`config.mk`:
```
export PLATFORM = sky130hd
export DESIGN_NAME = voice_allocator_flat
export DESIGN_NICKNAME = d
export VERILOG_FILES = /design/src/rtl/voice_alloc_pkg.sv /design/src/rtl/voice_allocator_if.sv /design/src/rtl/voice_slot.sv /design/src/rtl/voice_allocator.sv /design/src/flat_wrapper.sv
export SDC_FILE = /design/constraint.sdc
export NUM_CORES = 1
export LEC_CHECK = 0
export ABC_AREA = 1
export CAP_MARGIN = 20
export CORE_ASPECT_RATIO = 1.1
export CORE_UTILIZATION = 62
export CTS_CLUSTER_DIAMETER = 100
export DETAILED_ROUTE_END_ITERATION = 10
export PLACE_DENSITY = 0.86
export SLEW_MARGIN = 20
export SYNTH_ARGS = -nofsm -noshare
export SYNTH_HDL_FRONTEND = slang
export SYNTH_SLANG_ARGS = --single-unit
```
`constraint.sdc`:
```
create_clock -name mclk -period 7.86 [get_ports mclk]
set_clock_uncertainty 0.15 [all_clocks]
set_input_delay 1.179 -clock mclk [delete_from_list [all_inputs] [get_ports mclk]]
set_output_delay 1.179 -clock mclk [all_outputs]
set_load 0.02 [all_outputs]
```
`src/rtl/voice_alloc_pkg.sv`:
```
// Shared types and constants for the polyphonic voice allocator.
package voice_alloc_pkg;

  localparam int unsigned NOTE_BITS     = 7;
  localparam int unsigned FREQ_RES_BITS = 8;
  localparam int unsigned VOLUME_BITS   = 8;
  localparam int unsigned CNT_BITS      = 16;

  localparam logic [CNT_BITS-1:0] CNT_SAT = 16'hFFFF;

  typedef enum logic [1:0] {FREE, ACTIVE, RELEASING} voice_state_t;
  typedef enum logic [1:0] {IDLE, SCAN, COMMIT} ctrl_state_t;

  typedef struct packed {
    logic                     on;
    logic [NOTE_BITS-1:0]     key;
    logic [FREQ_RES_BITS-1:0] freq;
    logic [VOLUME_BITS-1:0]   vol;
  } req_t;

  // Saturating increment for the statistics counters.
  function automatic logic [CNT_BITS-1:0] sat_inc(input logic [CNT_BITS-1:0] v);
    return (v == CNT_SAT) ? v : v + CNT_BITS'(1);
  endfunction

endpackage

```
`src/rtl/voice_allocator_if.sv`:
```
// Note request handshake between the keyboard front end and the allocator.
interface voice_allocator_if;
  import voice_alloc_pkg::*;

  logic                     req_valid;
  logic                     req_ready;
  logic                     req_on;
  logic [NOTE_BITS-1:0]     req_key;
  logic [FREQ_RES_BITS-1:0] req_freq;
  logic [VOLUME_BITS-1:0]   req_vol;

  modport master (output req_valid, req_on, req_key, req_freq, req_vol, input req_ready);
  modport slave  (input req_valid, req_on, req_key, req_freq, req_vol, output req_ready);
endinterface

```
`src/rtl/voice_slot.sv`:
```
// One voice: state, key, freq, vol, age and release timer.
module voice_slot
  import voice_alloc_pkg::*;
#(
  parameter int unsigned RELEASE_CYCLES = 65536,
  parameter int unsigned AGE_BITS       = 8
) (
  input  logic                     clk,
  input  logic                     rst_n,
  input  logic                     load_i,
  input  logic                     release_i,
  input  logic                     age_tick_i,
  input  logic [NOTE_BITS-1:0]     key_i,
  input  logic [FREQ_RES_BITS-1:0] freq_i,
  input  logic [VOLUME_BITS-1:0]   vol_i,
  output voice_state_t             state_o,
  output logic [NOTE_BITS-1:0]     key_o,
  output logic [FREQ_RES_BITS-1:0] freq_o,
  output logic [VOLUME_BITS-1:0]   vol_o,
  output logic [AGE_BITS-1:0]      age_o
);

  localparam int unsigned REL_W = (RELEASE_CYCLES > 1) ? $clog2(RELEASE_CYCLES) : 1;
  localparam logic [REL_W-1:0] REL_INIT = REL_W'(RELEASE_CYCLES - 1);

  voice_state_t             state_q, state_d;
  logic [NOTE_BITS-1:0]     key_q, key_d;
  logic [FREQ_RES_BITS-1:0] freq_q, freq_d;
  logic [VOLUME_BITS-1:0]   vol_q, vol_d;
  logic [AGE_BITS-1:0]      age_q, age_d;
  logic [REL_W-1:0]         rel_q, rel_d;

  // Next state: expiry first, then controller commands (load overrides all).
  always_comb begin
    state_d = state_q;
    key_d   = key_q;
    freq_d  = freq_q;
    vol_d   = vol_q;
    age_d   = age_q;
    rel_d   = rel_q;
    if (state_q == RELEASING) begin
      if (rel_q == '0) begin
        state_d = FREE;
        vol_d   = '0;
      end else begin
        rel_d = rel_q - REL_W'(1);
      end
    end
    if (age_tick_i && (state_q != FREE) && (age_q != '1)) begin
      age_d = age_q + AGE_BITS'(1);
    end
    if (release_i) begin
      state_d = RELEASING;
      rel_d   = REL_INIT;
    end
    if (load_i) begin
      state_d = ACTIVE;
      key_d   = key_i;
      freq_d  = freq_i;
      vol_d   = vol_i;
      age_d   = '0;
      rel_d   = '0;
    end
  end

  // Voice state registers.
  always_ff @(posedge clk or negedge rst_n) begin
    if (!rst_n) begin
      state_q <= FREE;
      key_q   <= '0;
      freq_q  <= '0;
      vol_q   <= '0;
      age_q   <= '0;
      rel_q   <= '0;
    end else begin
      state_q <= state_d;
      key_q   <= key_d;
      freq_q  <= freq_d;
      vol_q   <= vol_d;
      age_q   <= age_d;
      rel_q   <= rel_d;
    end
  end

  assign state_o = state_q;
  assign key_o   = key_q;
  assign freq_o  = freq_q;
  assign vol_o   = vol_q;
  assign age_o   = age_q;

endmodule

```
`src/rtl/voice_allocator.sv`:
```
// Polyphonic voice scheduler: IDLE/SCAN/COMMIT controller over NUM_VOICES slots.
// Optional statistics counters enabled by VOICE_ALLOCATOR_STATS_EN.
module voice_allocator
  import voice_alloc_pkg::*;
#(
  parameter int unsigned NUM_VOICES     = 4,
  parameter int unsigned RELEASE_CYCLES = 65536,
  parameter int unsigned AGE_BITS       = 8
) (
  input  logic                                mclk,
  input  logic                                rst_n,
  voice_allocator_if.slave                    req,
  output logic [NUM_VOICES*FREQ_RES_BITS-1:0] voice_freq,
  output logic [NUM_VOICES*VOLUME_BITS-1:0]   voice_vol,
  output logic [NUM_VOICES-1:0]               voice_gate,
  output logic [NUM_VOICES-1:0]               voice_busy,
  output logic                                steal_pulse,
  output logic [CNT_BITS-1:0]                 steal_count,
  output logic [CNT_BITS-1:0]                 drop_count
);

  localparam int unsigned IDX_W = $clog2(NUM_VOICES);
  localparam logic [IDX_W-1:0] LAST_IDX = IDX_W'(NUM_VOICES - 1);

  ctrl_state_t         state_q, state_d;
  logic [IDX_W-1:0]    idx_q, idx_d;
  req_t                req_q, req_d;
  logic                match_found_q, match_found_d;
  logic [IDX_W-1:0]    match_idx_q, match_idx_d;
  logic                free_found_q, free_found_d;
  logic [IDX_W-1:0]    free_idx_q, free_idx_d;
  logic                cand_valid_q, cand_valid_d;
  logic                cand_rel_q, cand_rel_d;
  logic [IDX_W-1:0]    cand_idx_q, cand_idx_d;
  logic [AGE_BITS-1:0] cand_age_q, cand_age_d;
  logic                steal_pulse_q, steal_d;

  logic [NUM_VOICES-1:0] load_vec, release_vec;
  logic                  age_tick;
  logic [IDX_W-1:0]      target;

  voice_state_t             slot_state [NUM_VOICES];
  logic [NOTE_BITS-1:0]     slot_key   [NUM_VOICES];
  logic [FREQ_RES_BITS-1:0] slot_freq  [NUM_VOICES];
  logic [VOLUME_BITS-1:0]   slot_vol   [NUM_VOICES];
  logic [AGE_BITS-1:0]      slot_age   [NUM_VOICES];

  voice_state_t        cur_state;
  logic                cur_busy, cur_rel, cur_key_hit, better;
  logic [AGE_BITS-1:0] cur_age;

  assign cur_state   = slot_state[idx_q];
  assign cur_age     = slot_age[idx_q];
  assign cur_busy    = (cur_state != FREE);
  assign cur_rel     = (cur_state == RELEASING);
  assign cur_key_hit = (slot_key[idx_q] == req_q.key) &&
                       (req_q.on ? cur_busy : (cur_state == ACTIVE));
  assign better      = !cand_valid_q || (cur_rel && !cand_rel_q) ||
                       ((cur_rel == cand_rel_q) && (cur_age > cand_age_q));

  // Controller next state, scan bookkeeping and commit commands.
  always_comb begin
    state_d       = state_q;
    idx_d         = idx_q;
    req_d         = req_q;
    match_found_d = match_found_q;
    match_idx_d   = match_idx_q;
    free_found_d  = free_found_q;
    free_idx_d    = free_idx_q;
    cand_valid_d  = cand_valid_q;
    cand_rel_d    = cand_rel_q;
    cand_idx_d    = cand_idx_q;
    cand_age_d    = cand_age_q;
    steal_d       = 1'b0;
    load_vec      = '0;
    release_vec   = '0;
    age_tick      = 1'b0;
    target        = '0;
    case (state_q)
      IDLE: begin
        if (req.req_valid) begin
          req_d.on      = req.req_on;
          req_d.key     = req.req_key;
          req_d.freq    = req.req_freq;
          req_d.vol     = req.req_vol;
          match_found_d = 1'b0;
          free_found_d  = 1'b0;
          cand_valid_d  = 1'b0;
          idx_d         = '0;
          state_d       = SCAN;
        end
      end
      SCAN: begin
        if (cur_key_hit && !match_found_q) begin
          match_found_d = 1'b1;
          match_idx_d   = idx_q;
        end
        if (!cur_busy && !free_found_q) begin
          free_found_d = 1'b1;
          free_idx_d   = idx_q;
        end
        if (cur_busy && better) begin
          cand_valid_d = 1'b1;
          cand_rel_d   = cur_rel;
          cand_idx_d   = idx_q;
          cand_age_d   = cur_age;
        end
        if (idx_q == LAST_IDX) state_d = COMMIT;
        else                   idx_d   = idx_q + IDX_W'(1);
      end
      COMMIT: begin
        if (req_q.on) begin
          if (match_found_q)     target = match_idx_q;
          else if (free_found_q) target = free_idx_q;
          else                   target = cand_idx_q;
          load_vec[target] = 1'b1;
          age_tick         = 1'b1;
          steal_d          = !match_found_q && !free_found_q;
        end else if (match_found_q) begin
          release_vec[match_idx_q] = 1'b1;
        end
        state_d = IDLE;
      end
      default: state_d = IDLE;
    endcase
  end

  // Controller registers.
  always_ff @(posedge mclk or negedge rst_n) begin
    if (!rst_n) begin
      state_q       <= IDLE;
      idx_q         <= '0;
      req_q         <= '0;
      match_found_q <= 1'b0;
      match_idx_q   <= '0;
      free_found_q  <= 1'b0;
      free_idx_q    <= '0;
      cand_valid_q  <= 1'b0;
      cand_rel_q    <= 1'b0;
      cand_idx_q    <= '0;
      cand_age_q    <= '0;
      steal_pulse_q <= 1'b0;
    end else begin
      state_q       <= state_d;
      idx_q         <= idx_d;
      req_q         <= req_d;
      match_found_q <= match_found_d;
      match_idx_q   <= match_idx_d;
      free_found_q  <= free_found_d;
      free_idx_q    <= free_idx_d;
      cand_valid_q  <= cand_valid_d;
      cand_rel_q    <= cand_rel_d;
      cand_idx_q    <= cand_idx_d;
      cand_age_q    <= cand_age_d;
      steal_pulse_q <= steal_d;
    end
  end

  assign req.req_ready = (state_q == IDLE);
  assign steal_pulse   = steal_pulse_q;

  // Voice slots and packed output mapping.
  for (genvar i = 0; i < NUM_VOICES; i++) begin : g_slot
    voice_slot #(
      .RELEASE_CYCLES(RELEASE_CYCLES),
      .AGE_BITS      (AGE_BITS)
    ) u_slot (
      .clk       (mclk),
      .rst_n     (rst_n),
      .load_i    (load_vec[i]),
      .release_i (release_vec[i]),
      .age_tick_i(age_tick),
      .key_i     (req_q.key),
      .freq_i    (req_q.freq),
      .vol_i     (req_q.vol),
      .state_o   (slot_state[i]),
      .key_o     (slot_key[i]),
      .freq_o    (slot_freq[i]),
      .vol_o     (slot_vol[i]),
      .age_o     (slot_age[i])
    );
    assign voice_freq[i*FREQ_RES_BITS +: FREQ_RES_BITS] = slot_freq[i];
    assign voice_vol[i*VOLUME_BITS +: VOLUME_BITS]      = slot_vol[i];
    assign voice_gate[i] = (slot_state[i] == ACTIVE);
    assign voice_busy[i] = (slot_state[i] != FREE);
  end

`ifdef VOICE_ALLOCATOR_STATS_EN
  logic [CNT_BITS-1:0] steal_cnt_q, drop_cnt_q;
  logic                drop_c;

  assign drop_c = (state_q == COMMIT) && !req_q.on && !match_found_q;

  // Saturating steal and dropped-note-off counters.
  always_ff @(posedge mclk or negedge rst_n) begin
    if (!rst_n) begin
      steal_cnt_q <= '0;
      drop_cnt_q  <= '0;
    end else begin
      if (steal_d) steal_cnt_q <= sat_inc(steal_cnt_q);
      if (drop_c)  drop_cnt_q  <= sat_inc(drop_cnt_q);
    end
  end

  assign steal_count = steal_cnt_q;
  assign drop_count  = drop_cnt_q;
`else
  assign steal_count = '0;
  assign drop_count  = '0;
`endif

endmodule

```
`src/flat_wrapper.sv`:
```
// flat-port wrapper written by rule: the top's interface ports become plain ports
module voice_allocator_flat import voice_alloc_pkg::*;
#(
  parameter int unsigned NUM_VOICES     = 4,
  parameter int unsigned RELEASE_CYCLES = 65536,
  parameter int unsigned AGE_BITS       = 8
)
  (mclk, rst_n, voice_freq, voice_vol, voice_gate, voice_busy, steal_pulse, steal_count, drop_count, req_req_valid, req_req_on, req_req_key, req_req_freq, req_req_vol, req_req_ready);
  voice_allocator_if req_i ();
  input  logic mclk;
  input  logic rst_n;
  output logic [NUM_VOICES*FREQ_RES_BITS-1:0] voice_freq;
  output logic [NUM_VOICES*VOLUME_BITS-1:0] voice_vol;
  output logic [NUM_VOICES-1:0] voice_gate;
  output logic [NUM_VOICES-1:0] voice_busy;
  output logic steal_pulse;
  output logic [CNT_BITS-1:0] steal_count;
  output logic [CNT_BITS-1:0] drop_count;
  input wire logic [$bits(req_i.req_valid)-1:0] req_req_valid;
  input wire logic [$bits(req_i.req_on)-1:0] req_req_on;
  input wire logic [$bits(req_i.req_key)-1:0] req_req_key;
  input wire logic [$bits(req_i.req_freq)-1:0] req_req_freq;
  input wire logic [$bits(req_i.req_vol)-1:0] req_req_vol;
  output wire logic [$bits(req_i.req_ready)-1:0] req_req_ready;
  assign req_i.req_valid = req_req_valid;
  assign req_i.req_on = req_req_on;
  assign req_i.req_key = req_req_key;
  assign req_i.req_freq = req_req_freq;
  assign req_i.req_vol = req_req_vol;
  assign req_req_ready = req_i.req_ready;
  voice_allocator #(.NUM_VOICES(NUM_VOICES), .RELEASE_CYCLES(RELEASE_CYCLES), .AGE_BITS(AGE_BITS)) u_core (.mclk(mclk), .rst_n(rst_n), .req(req_i), .voice_freq(voice_freq), .voice_vol(voice_vol), .voice_gate(voice_gate), .voice_busy(voice_busy), .steal_pulse(steal_pulse), .steal_count(steal_count), .drop_count(drop_count));
endmodule
```
==> impl_results.md <==
- Critical path origin: u_core.idx_q[1]
- Crit path buffers/inverters: 1
- CTS H-tree depth: 1
- Initial Util: 0.6409
- Clock transition at path regs: 0.06 ns
- P&R area growth vs syn: 14.73%
- Sequential share of power: 0.379
- Global-route wire length before repair: ~50 mm
- Drt pass-1 iters: 7
- Switching power: 1.866 mW
- Average wire per standard cell: about 15 µm
- Port Buffers: 100
- Fin crit period: 3.792 ns
- Antenna-violating nets left: 0
- Run status: completed
- Reg-to-reg startpoint: u_core.idx_q[1]
- Post-DP Area: 13390 µm²
- IO Pins: around 130
- Post-synth cell types: 44
- Fmax: 0.2637 GHz
- Crit-path slowest cell: clkinv_1
- Maximum VDD drop: 0.2611 mV
- CP Cell Sequence: clkinv_1 > a21oi_1 > a21oi_1 > ha_1 > nand2_1 > o21ai_0 > nand2_1 > nand2_1 > nand3_1 > nand2_1 > nand2_1 > nand2_1 > nand2_1
- Fin. Hold Viols: 0
- Initial detailed-routing violation count: 1007
- Cell area after synthesis: 12410 µm²
- Fin. max-slew vios: 0
- Combinational share of power: 0.377
- Congestion Overflow GR: 0
- Drt via density: 5.581
- Largest area contributor in the netlist: dfrtp_1
- Top cells by area, synth: dfrtp_1, nand2_1, o21ai_0
- Gp weighted congestion: a little under 0.9
- CTS sink cnt: 243
- PostCTS Resize Cnt: 0
- Top delay family on crit path: simple AND/OR/NAND/NOR gates
- Gr usage total: 0.3024
- Initial antenna violation count: 0
- CP Data Arrival Time: 4.05 ns
- DRC viols: 0
- Crit path kind: register to register
- Worst-path fanout max: 26
- Unrepaired setup endpoints after global routing: false
- Num CTS Buffers: 25
- Synth Area per Inst: 7.860 µm²
- Area of the core: 19360 µm²
- Filler cell count: 1423
- Clk_lat worst skew: roughly 0.52 ns
- Root cell of the clock tree: clkbuf_16
- Commonest cells in the netlist: nand2_1, dfrtp_1, inv_1
- Slew headroom: 0.3031
- Fin crit share: 0.4825
- TritonCTS clock tree: built
- Num rows: 53
- Synth async-reset ratio: 1.000
- Power Density: about 340 nW/µm²
- Routed WL: around 30 mm
- Vias in the first global route: 10460
- Setup violations, final: 0
- Setup_tns: 0 ns
- Pint: 2.946 mW
- Critical hold path startpoint: u_core.cand_age_q[3]
- Worst Setup Start Kind: register
- Hold Path Class: register to register
- Cell mode on critical path: nand2_1
- Final core occ: 0.7353
- FF+latch count, synth: between 200 and 250
- Die Y: 150.4 µm
- Dpl hpwl: 19.79 mm
- Largest net degree at the start of global routing: 119
- Final Net Count: 1707
- Seq/Total Area, Yosys: 0.4900
- Net Sw Frac: 0.3878
- Post-CTS Setup Bufs: 0
- Non-Filler Instances: 1926
- Number of enable flip-flop cells after synthesis: 0
- Share of cells above drive strength 1: 0.06015
- P_leak: a little over 7 nW
- Count leader, synth: nand2_1
- Main flop type after synthesis: dfrtp_1
- Crit. End Element: register
- Max stage delay on crit path: between 0.7 and 0.8 ns
- Clk network pwr share: 0.243
- Via count: 10750
- # diodes: 0
- Final Cell Area: 14240 µm²
- CP required: 8.11 ns
- # hold bufs at CTS: 0
- DIE AREA: 20590 µm²
- Yosys Warn Count: 0
- Cells after DPL: 1881
- Max clock buf depth: 3
- Die W: 136.9 µm
- MaxCap Viol Count: 0
- Post-Syn Instances: 1579
- Share of the synthesized area in the top cell type: 0.4900
- Least-Margin Pin Slew: 1.042 ns
## routing by layer
metal | vias to the layer above | share of wire | global-route usage
met1 | 5105 | 0.43 | 0.4028
met5 | - | 0 | 0
met4 | 0 | 0.030 | 0.1077
li1 | 5224 | - | -
met2 | 359 | 0.49 | 0.5076
met3 | 61 | 0.054 | 0.04074
## power by group through the flow
stage / clock network, mW / logic (mW) / registers (mW)
2_1_floorplan: 0 / 1.07 / 1.93
3_3_place_gp: 0 / 1.73 / 1.82
3_5_place_dp: 0 / 1.79 / 1.84
4_1_cts: 1.18 / 1.81 / 1.82
5_1_grt: 1.24 / 2.04 / 1.86
6_report: 1.17 / 1.82 / 1.83
## path summary, 6_finish.rpt
| check | to | slack [ns] | cells after the start |
|---|---|---|---|
| max | u_core.cand_age_q[3] | 4.07 | 13 |
| min | u_core.cand_age_q[3] | 0.33 | 2 |
| max reg2reg | u_core.cand_age_q[3] | 4.07 | 13 |
| min reg2reg | u_core.cand_age_q[3] | 0.33 | 2 |
| max in group asynchronous | u_core.g_slot[1].u_slot.age_o[4] | 5.47 | 2 |
| min in group asynchronous | u_core.g_slot[0].u_slot.rel_q[11] | 0.58 | 1 |
## sequential cells by signal, summed over array words and instances, names as in the netlist, 8 cells and up
register                      count
u_core.g_slot.u_slot.rel_q       64
u_core.g_slot.u_slot.state_o      8
u_core.req_q                     24
u_core.g_slot.u_slot.vol_o       32
u_core.cand_age_q                 8
u_core.g_slot.u_slot.key_o       28
u_core.g_slot.u_slot.freq_o      32
u_core.g_slot.u_slot.age_o       32
## layout by cell type (no fill, tap or decap), types with 18 or more instances in the layout
cell type	n
nor3_1	18
clkbuf_16	25
conb_1	32
a21oi_1	56
o21ai_1	27
nand2_1	407
nor2_1	105
inv_1	187
ha_1	18
o21ai_0	180
dfrtp_1	243
nand3_1	125
clkdlybuf4s50_1	99
o22ai_1	34
## logic make-up after synthesis
kind of cell | after synthesis | synth area share
flip-flops | 243 | 0.4900
AO/OA/AOI/OAI | 317 | 0.1375
other | 1 | 0.0003022
buffers and inverters | 281 | 0.1003
XOR/XNOR | 15 | 0.01059
AND/OR/NAND/NOR | 704 | 0.2432
adder cells (fa/ha/maj) | 18 | 0.01815
## final cells by class
cell class                 count  area [µm²]  area share
clock buffer                  33       725.7     0.05097
multi-input combinational   1086        5201      0.3653
sequential                   243        6081      0.4271
inverter                     199       748.2     0.05255
timing repair buffer         107        1079     0.07575
clock inverter                11       95.09    0.006678
tap                          247       309.0     0.02170
## tightest hold or removal path: stages, from the launching register on
cell and delay, ns:
dfrtp_1 0.34, nand2_1 0.06, nand2_1 0.05
## stage by stage
stage / worst slack, ns / hold WS, ns / power [mW]
finish: 4.068 / 0.3309 / 4.812
global route: 3.674 / 0.3480 / 5.140
CTS: 4.164 / 0.3319 / 4.814
detailed placement: 4.161 / 0.3147 / 3.623
global placement: 4.218 / 0.3050 / 3.552
floorplan: 5.299 / 0.2919 / 3.005
(Power assumes the default switching activity.)
